`config.mk`:
```
export PLATFORM = sky130hd
export DESIGN_NAME = tp84_hs_ram_ctrl
export DESIGN_NICKNAME = d
export VERILOG_FILES = /design/src/rtl/tp84_hs_ram_ctrl.sv
export SDC_FILE = /design/constraint.sdc
export NUM_CORES = 1
export LEC_CHECK = 0
export CORE_MARGIN = 2
export CORE_UTILIZATION = 40
export DETAILED_ROUTE_END_ITERATION = 8
export PLACE_DENSITY = 0.68
export SLEW_MARGIN = 20
export SYNTH_ARGS = -nofsm -noshare
export SYNTH_HDL_FRONTEND = slang
export SYNTH_SLANG_ARGS = --single-unit
```
`constraint.sdc`:
```
create_clock -name clk_49m -period 2.88 [get_ports clk_49m]
set_input_delay 0.576 -clock clk_49m [delete_from_list [all_inputs] [get_ports clk_49m]]
set_output_delay 0.576 -clock clk_49m [all_outputs]
set_load 0.03 [all_outputs]
```
`src/rtl/tp84_hs_ram_ctrl.sv`:
```
// tp84_hs_ram_ctrl: arbitrates hiscore-engine access to the CPU work RAM shared port.
// The CPU is halted, the bus is allowed to settle for a few bus cycles (or a timeout),
// then the RAM port is handed to the hiscore engine until it drops its request.
//
// state   | meaning
// --------+-------------------------------------------------------------
// IDLE    | CPU owns the bus, no hiscore activity
// HALT    | CPU halted, counting cycle-end pulses / timeout before grant
// GRANT   | hiscore engine owns the RAM shared port
// RELEASE | port returned, halt held for HOLD cycles before CPU resumes
module tp84_hs_ram_ctrl #(
    parameter int unsigned SETTLE  = 2,
    parameter int unsigned TIMEOUT = 1023,
    parameter int unsigned HOLD    = 4
) (
    input  logic        clk_49m,
    input  logic        reset,
    input  logic        hs_req,
    input  logic        user_pause,
    input  logic        cpu_cycle_end,
    input  logic [15:0] hs_address,
    input  logic [7:0]  hs_data_in,
    input  logic        hs_write,
    input  logic [7:0]  ram_q,
    output logic        cpu_halt,
    output logic        hs_grant,
    output logic [15:0] ram_addr,
    output logic [7:0]  ram_din,
    output logic        ram_we,
    output logic [7:0]  hs_data_out,
    output logic        hs_rd_valid
);

    localparam logic [1:0] S_IDLE    = 2'd0;
    localparam logic [1:0] S_HALT    = 2'd1;
    localparam logic [1:0] S_GRANT   = 2'd2;
    localparam logic [1:0] S_RELEASE = 2'd3;

    localparam int unsigned HW = (HOLD > 1) ? $clog2(HOLD) : 1;

    localparam logic [2:0]    SETTLE_MAX  = 3'd7;
    localparam logic [9:0]    TIMEOUT_MAX = 10'h3FF;

    logic [1:0]    r_state;
    logic [1:0]    w_nxt;
    logic [2:0]    r_settle_cnt;
    logic [9:0]    r_timeout_cnt;
    logic [HW-1:0] r_hold_cnt;
    logic          r_cpu_halt;
    logic          r_grant;
    logic [15:0]   r_ram_addr;
    logic [7:0]    r_ram_din;
    logic          r_ram_we;
    logic [7:0]    r_data_out;
    logic          r_rd_valid;
    logic          r_addr_chg_d1;
    logic          r_addr_chg_d2;
    logic          w_in_grant;
    logic          w_enter_halt;
    logic          w_enter_release;

    assign w_in_grant      = (r_state == S_GRANT);
    assign w_enter_halt    = (w_nxt == S_HALT) && (r_state != S_HALT);
    assign w_enter_release = (w_nxt == S_RELEASE) && (r_state != S_RELEASE);

    // Next-state decision; a dropped request always wins over the grant condition.
    always_comb begin
        w_nxt = r_state;
        case (r_state)
            S_IDLE: begin
                if (hs_req) w_nxt = S_HALT;
            end
            S_HALT: begin
                if (!hs_req)
                    w_nxt = S_RELEASE;
                else if ((r_settle_cnt == 3'(SETTLE)) || (r_timeout_cnt == 10'(TIMEOUT)))
                    w_nxt = S_GRANT;
            end
            S_GRANT: begin
                if (!hs_req) w_nxt = S_RELEASE;
            end
            default: begin
                if (hs_req)
                    w_nxt = S_HALT;
                else if (r_hold_cnt == HW'(HOLD - 1))
                    w_nxt = S_IDLE;
            end
        endcase
    end

    // State register plus the halt/grant outputs, registered from the next state.
    always_ff @(posedge clk_49m or negedge reset) begin
        if (!reset) begin
            r_state    <= S_IDLE;
            r_cpu_halt <= 1'b0;
            r_grant    <= 1'b0;
        end else begin
            r_state    <= w_nxt;
            r_cpu_halt <= (w_nxt != S_IDLE) || user_pause;
            r_grant    <= (w_nxt == S_GRANT);
        end
    end

    // Saturating settle/timeout/hold counters; cleared on entry so the entry edge never counts.
    always_ff @(posedge clk_49m or negedge reset) begin
        if (!reset) begin
            r_settle_cnt  <= '0;
            r_timeout_cnt <= '0;
            r_hold_cnt    <= '0;
        end else begin
            if (w_enter_halt) begin
                r_settle_cnt  <= '0;
                r_timeout_cnt <= '0;
            end else if (r_state == S_HALT) begin
                if (cpu_cycle_end && (r_settle_cnt != SETTLE_MAX))
                    r_settle_cnt <= r_settle_cnt + 3'd1;
                if (r_timeout_cnt != TIMEOUT_MAX)
                    r_timeout_cnt <= r_timeout_cnt + 10'd1;
            end
            if (w_enter_release)
                r_hold_cnt <= '0;
            else if ((r_state == S_RELEASE) && (r_hold_cnt != HW'(HOLD - 1)))
                r_hold_cnt <= r_hold_cnt + HW'(1);
        end
    end

    // RAM-side registers: follow the engine while granted, hold otherwise; no write on the release edge.
    always_ff @(posedge clk_49m or negedge reset) begin
        if (!reset) begin
            r_ram_addr <= '0;
            r_ram_din  <= '0;
            r_ram_we   <= 1'b0;
        end else begin
            if (w_in_grant) begin
                r_ram_addr <= hs_address;
                r_ram_din  <= hs_data_in;
            end
            r_ram_we <= w_in_grant && (w_nxt == S_GRANT) && hs_write;
        end
    end

    // Read return: address-change flag is pipelined to line up with the synchronous RAM output.
    always_ff @(posedge clk_49m or negedge reset) begin
        if (!reset) begin
            r_addr_chg_d1 <= 1'b0;
            r_addr_chg_d2 <= 1'b0;
            r_data_out    <= '0;
            r_rd_valid    <= 1'b0;
        end else begin
            r_addr_chg_d1 <= w_in_grant && (hs_address != r_ram_addr);
            r_addr_chg_d2 <= r_addr_chg_d1;
            if (w_in_grant)
                r_data_out <= ram_q;
            r_rd_valid <= w_in_grant && r_addr_chg_d2;
        end
    end

    assign cpu_halt    = r_cpu_halt;
    assign hs_grant    = r_grant;
    assign ram_addr    = r_ram_addr;
    assign ram_din     = r_ram_din;
    assign ram_we      = r_ram_we;
    assign hs_data_out = r_data_out;
    assign hs_rd_valid = r_rd_valid;

endmodule

```
-- Word level (Yosys, flattened, before mapping)
Index checks and enable logic that the tools add are counted.
- output and inout port bits: 36
- memories kept: 0
- RAM bits: 0
- bits in read-only memories: 0
- bits in latches: 0
- register bits: 55
- multipliers: 0
- shifts and indexed selects: 0
- $lt $le $gt $ge: 0
- equality and inequality tests: 15
- divide/modulo/power cells: 0
- add/subtract/negate cells: 3
- mux-type cells: 15
- bitwise logic cells: 0
- reduce and logical (&&, ||, !) cells: 18
- operator list (operator ; count):
    $mux W10 ; 3
    $mux W2 ; 8
    $ne A16 B16 Y1 ; 1
    $add A10 B1 Y10 const B ; 1
    $eq A10 B10 Y1 const B ; 1
    $eq A2 B2 Y1 const B ; 5
    $ne A10 B10 Y1 const B ; 1
    $reduce_bool A2 Y1 ; 5
    $mux W3 ; 3
    $logic_and A1 B1 Y1 ; 8
    $pmux W2 S3 ; 1
    $eq A2 B1 Y1 const B ; 2
    $ne A2 B2 Y1 const B ; 2
    $reduce_and A2 Y1 ; 2
    $add A3 B1 Y3 const B ; 1
    $eq A3 B2 Y1 const B ; 1
    $ne A3 B3 Y1 const B ; 1
    $add A2 B1 Y2 const B ; 1
    $logic_not A2 Y1 ; 1
    $logic_or A1 B1 Y1 ; 2
    $ne A2 B1 Y1 const B ; 1

-- Depth between registers and ports, before layout
- word-level depth: 9
- mapped depth: 5

-- Least setup slack after synthesis
Ideal clock, no wire load.
- kind: reg2reg
- from: reg r_settle_cnt[0]
- to: reg r_settle_cnt[1]
- stages on the path, launching flop included: 6
- arrival time: 1284 ps
- clock period less this slack: 1407 ps
- buffers on the path: 0
- library setup time: 123 ps
- path slack: 1473 ps
- cell sequence: dfrtp_1 > ha_1 > ha_1 > nor3b_4 > mux2i_1 > nor2_1
- longest elaborated chain between the ends: 9
- elaborated cells on any way between the ends: 16
- RTL lines (element ; RTL line ; text):
    from (decl) ; 46 ; logic [2:0] r_settle_cnt;
    from (signal assigned) ; 116 ; r_settle_cnt <= r_settle_cnt + 3'd1;
    $eq A3 B2 Y1 ; 76 ; else if ((r_settle_cnt == 3'(SETTLE)) || (r_timeout_cnt == 10'(TIMEOUT)))
    $logic_or A1 B1 Y1 ; 76 ;
    $mux W2 ; 76 ;
    $mux W2 ; 74 ; if (!hs_req)
    $pmux W2 S3 ; 69 ; case (r_state)
    $eq A2 B1 Y1 ; 63 ; assign w_enter_halt = (w_nxt == S_HALT) && (r_state != S_HALT);
    $logic_and A1 B1 Y1 ; 63 ;
    $reduce_bool A2 Y1 (no source line) ; -- ;
    $reduce_and A2 Y1 (no source line) ; -- ;
Parallel ways exist; a longest one is shown, timed or not. The select of a mux whose other input is x is not followed.
A chain may end at the register's enable or synchronous reset.

-- Worst setup path in the final report
- from: reg r_ram_addr[11], in the netlist ram_addr[11]
- to: out ram_addr[11]
- RTL lines (element ; RTL line ; text):
    from (decl) ; 51 ; logic [15:0] r_ram_addr;
    from (signal assigned) ; 135 ; r_ram_addr <= hs_address;
    to (decl) ; 27 ; output logic [15:0] ram_addr,
No word-level cell between the ends.

==> results.md <==
- Status: finished clean
- Primary FF master, synth: dfrtp_1
- Unrepaired setup endpoints after global routing: false
- Slew HR: 56.5%
- CTS clk-pin slew, worst paths: 0.10 ns
- Startpoint Class: flop
- Setup WS pre-CTS: 0.861 ns
- Worst setup path class: reg2out
- Pwr dens: 1010 nW/um2
- Fin crit share: 69.0%
- DR WL/cell: 13.2 um
- Clk buf depth: 2
- Mapped Area: 2540 um2
- Slowest CP cell: clkdlybuf4s50_1
- Die height: 83.7 um
- Final WL: 5470 um
- Post-CTS Setup Bufs: 0
- Via/cell ratio: 4.80
- Clk_lat worst skew: 0.30 ns
- Req. time, crit path: 2.30 ns
- Highest-count cells in the layout ignoring fill and taps: 103 x nand2_1, 72 x clkdlybuf4s50_1, 55 x dfrtp_1
- Nets: 380
- Yosys cell types: 43
- Max frequency: 504 MHz
- Slew @ Worst Pin: 0.653 ns
- Hold Crit Class: in2async
- I/O pin count: 74
- Drc violations: 0
- Cell Chain, Critical Path: clkdlybuf4s50_1
- Row count: 29
- Routability cong.: 0.841
- Number of DRC markers in iteration 0: 186
- Avg Cell Area, Syn: 9.60 um2
- Yosys warning count: 0
- RR Startpoint: r_state[1]
- Total power draw: 3.50 mW
- Post-DP HPWL: 3920 um
- Number of buffers added on ports: 73
- Wl on met1: 2500 um
- Antenna violations before repair: 0
- First-pass GRT wire length: 9450 um
- Reg2Reg Depth: 3
- Post-route cell area: 3460 um2
- Mapped Nets: 308
- Htree depth: 2
- Final worst slack: 0.894 ns
- R2r endpoint: r_timeout_cnt[2]
- Post-route ant nets: 0
- Fin. max-slew vios: 0
- Fin. Hold Viols: 0
- Top delay family on crit path: buffers and inverters
- Area growth syn-to-layout: 36.0%
- Synth Register Bits: 55
- Sequential fraction of the synthesis area: 54.1%
- Max-Cap Viols: 0
- Die Wd: 83.7 um
- Critical Path Sink Type: primary output
- DRT Pass-1 Iters: 5
- Buf/Inv on CP: 1
- Minimum clock period: 1.99 ns
- Slowest stage delay, CP: 0.69 ns
- Placed cell count: 407
- Total GRT Usage: 16.6%
- CTS tree: yes
- Met3 wire length: 293 um
- Total grt overflow: 0
- Endpoints failing setup: 0
- Lkg Pwr: 1.62 nW
- Fraction of layout cells with a size suffix above 1: 7.10%
- Initial Utilization: 40.8%
- TritonCTS buffer count: 5
- Routed vias: 1993
- Sum of negative setup slack: 0 ns
- Crit-path max FO: 3
- Vias in the first global route: 1968
- Clk root buf: clkbuf_8
- Largest net degree at the start of global routing: 37
- Peak supply drop: 0.488 mV
- Cell Count, Final, Fillers Out: 415
- Uppermost layer routed: met4
- # diodes: 0
- Reg-to-reg slack, setup: 1.27 ns
- Post-CTS resize count: 0
- Placed Instance Area: 3340 um2
- Commonest non-fill, non-tap cell in the layout: nand2_1
- Synth Instances: 265
- EDFF count, synth: 0
- Hold Buf Count CTS: 0
- Synth async-reset ratio: 100%
- Core area: 6240 um2
- Final Skew: 0.00547 ns
- Clk sink count: 55
- Die area: 7010 um2
- Met2 routed WL: 2650 um
- CP Data Arrival Time: 1.41 ns
-- cell type report --
| cell class | instances | area [um2] |
|---|---|---|
| Multi-Input combinational cell | 195 | 1100 |
| Tap cell | 77 | 96.3 |
| Timing Repair Buffer | 76 | 748 |
| Sequential cell | 55 | 1380 |
| Clock buffer | 6 | 82.6 |
| Fill cell | 573 | 2780 |
| Inverter | 4 | 15.0 |
| Clock inverter | 2 | 35.0 |
-- synthesized netlist by cell type, types with 2 or more instances --
| cell type | n | area (um2) |
|---|---|---|
| nand3_1 | 4 | 20.0 |
| o31ai_1 | 3 | 22.5 |
| xnor2_1 | 17 | 149 |
| xor2_1 | 3 | 26.3 |
| or3_1 | 3 | 18.8 |
| nand2b_1 | 2 | 12.5 |
| and3_1 | 2 | 12.5 |
| a21oi_2 | 2 | 17.5 |
| o21ai_0 | 4 | 20.0 |
| nand2_1 | 103 | 387 |
| inv_1 | 4 | 15.0 |
| o211ai_1 | 3 | 22.5 |
| mux2i_1 | 2 | 20.0 |
| nor2_1 | 12 | 45.0 |
| ha_1 | 5 | 62.6 |
| buf_2 | 4 | 20.0 |
| clkbuf_1 | 5 | 18.8 |
| nand4_1 | 5 | 31.3 |
| dfrtp_1 | 55 | 1380 |
| a21oi_1 | 4 | 20.0 |
-- metrics by stage --
step	util (%)	hold slack (ns)
floorplan	-	0.280
global placement	53.5	0.336
detailed placement	53.5	0.339
CTS	55.4	0.130
global route	55.4	0.125
finish	55.4	0.129
-- how the worst max path moves through the flow --
| stage | startpoint | endpoint | cells past startpoint |
|---|---|---|---|
| after CTS | ram_addr[10] | ram_addr[10] | 1 |
| after detailed placement | hs_req | r_timeout_cnt[2] | 3 |
| after floorplan | r_settle_cnt[0] | r_settle_cnt[1] | 5 |
| final | ram_addr[11] | ram_addr[11] | 1 |
| after global routing | ram_addr[10] | ram_addr[10] | 1 |
| after global placement | hs_req | r_timeout_cnt[2] | 3 |
-- power by group --
group | switching, mW | internal, mW
clock network | 0.245 | 0.282
registers | 0.218 | 1.06
logic | 0.982 | 0.715
total | 1.45 | 2.06
-- routing by layer --
metal,up-vias,track usage [%]
met5,-,0
met4,0,4.40
met3,5,3.56
met2,50,26.8
met1,936,22.9
li1,1002,-
-- cell families after synthesis --
family	synth area share, %
AND/OR/NAND/NOR	26.1
multiplexers	1.23
AO/OA/AOI/OAI	6.79
adder cells (fa/ha/maj)	2.46
XOR/XNOR	6.89
flip-flops	54.1
buffers and inverters	2.46
-- flip-flops by register name, summed over array words and instances, names as in the netlist --
name / count
hs_data_out: 8
ram_din: 8
hs_grant: 1
hs_rd_valid: 1
r_hold_cnt: 2
ram_addr: 16
r_timeout_cnt: 10
ram_we: 1
r_state: 2
r_settle_cnt: 3
r_addr_chg_d1: 1
cpu_halt: 1
r_addr_chg_d2: 1
Note: power is estimated with default switching activity, not from simulation.
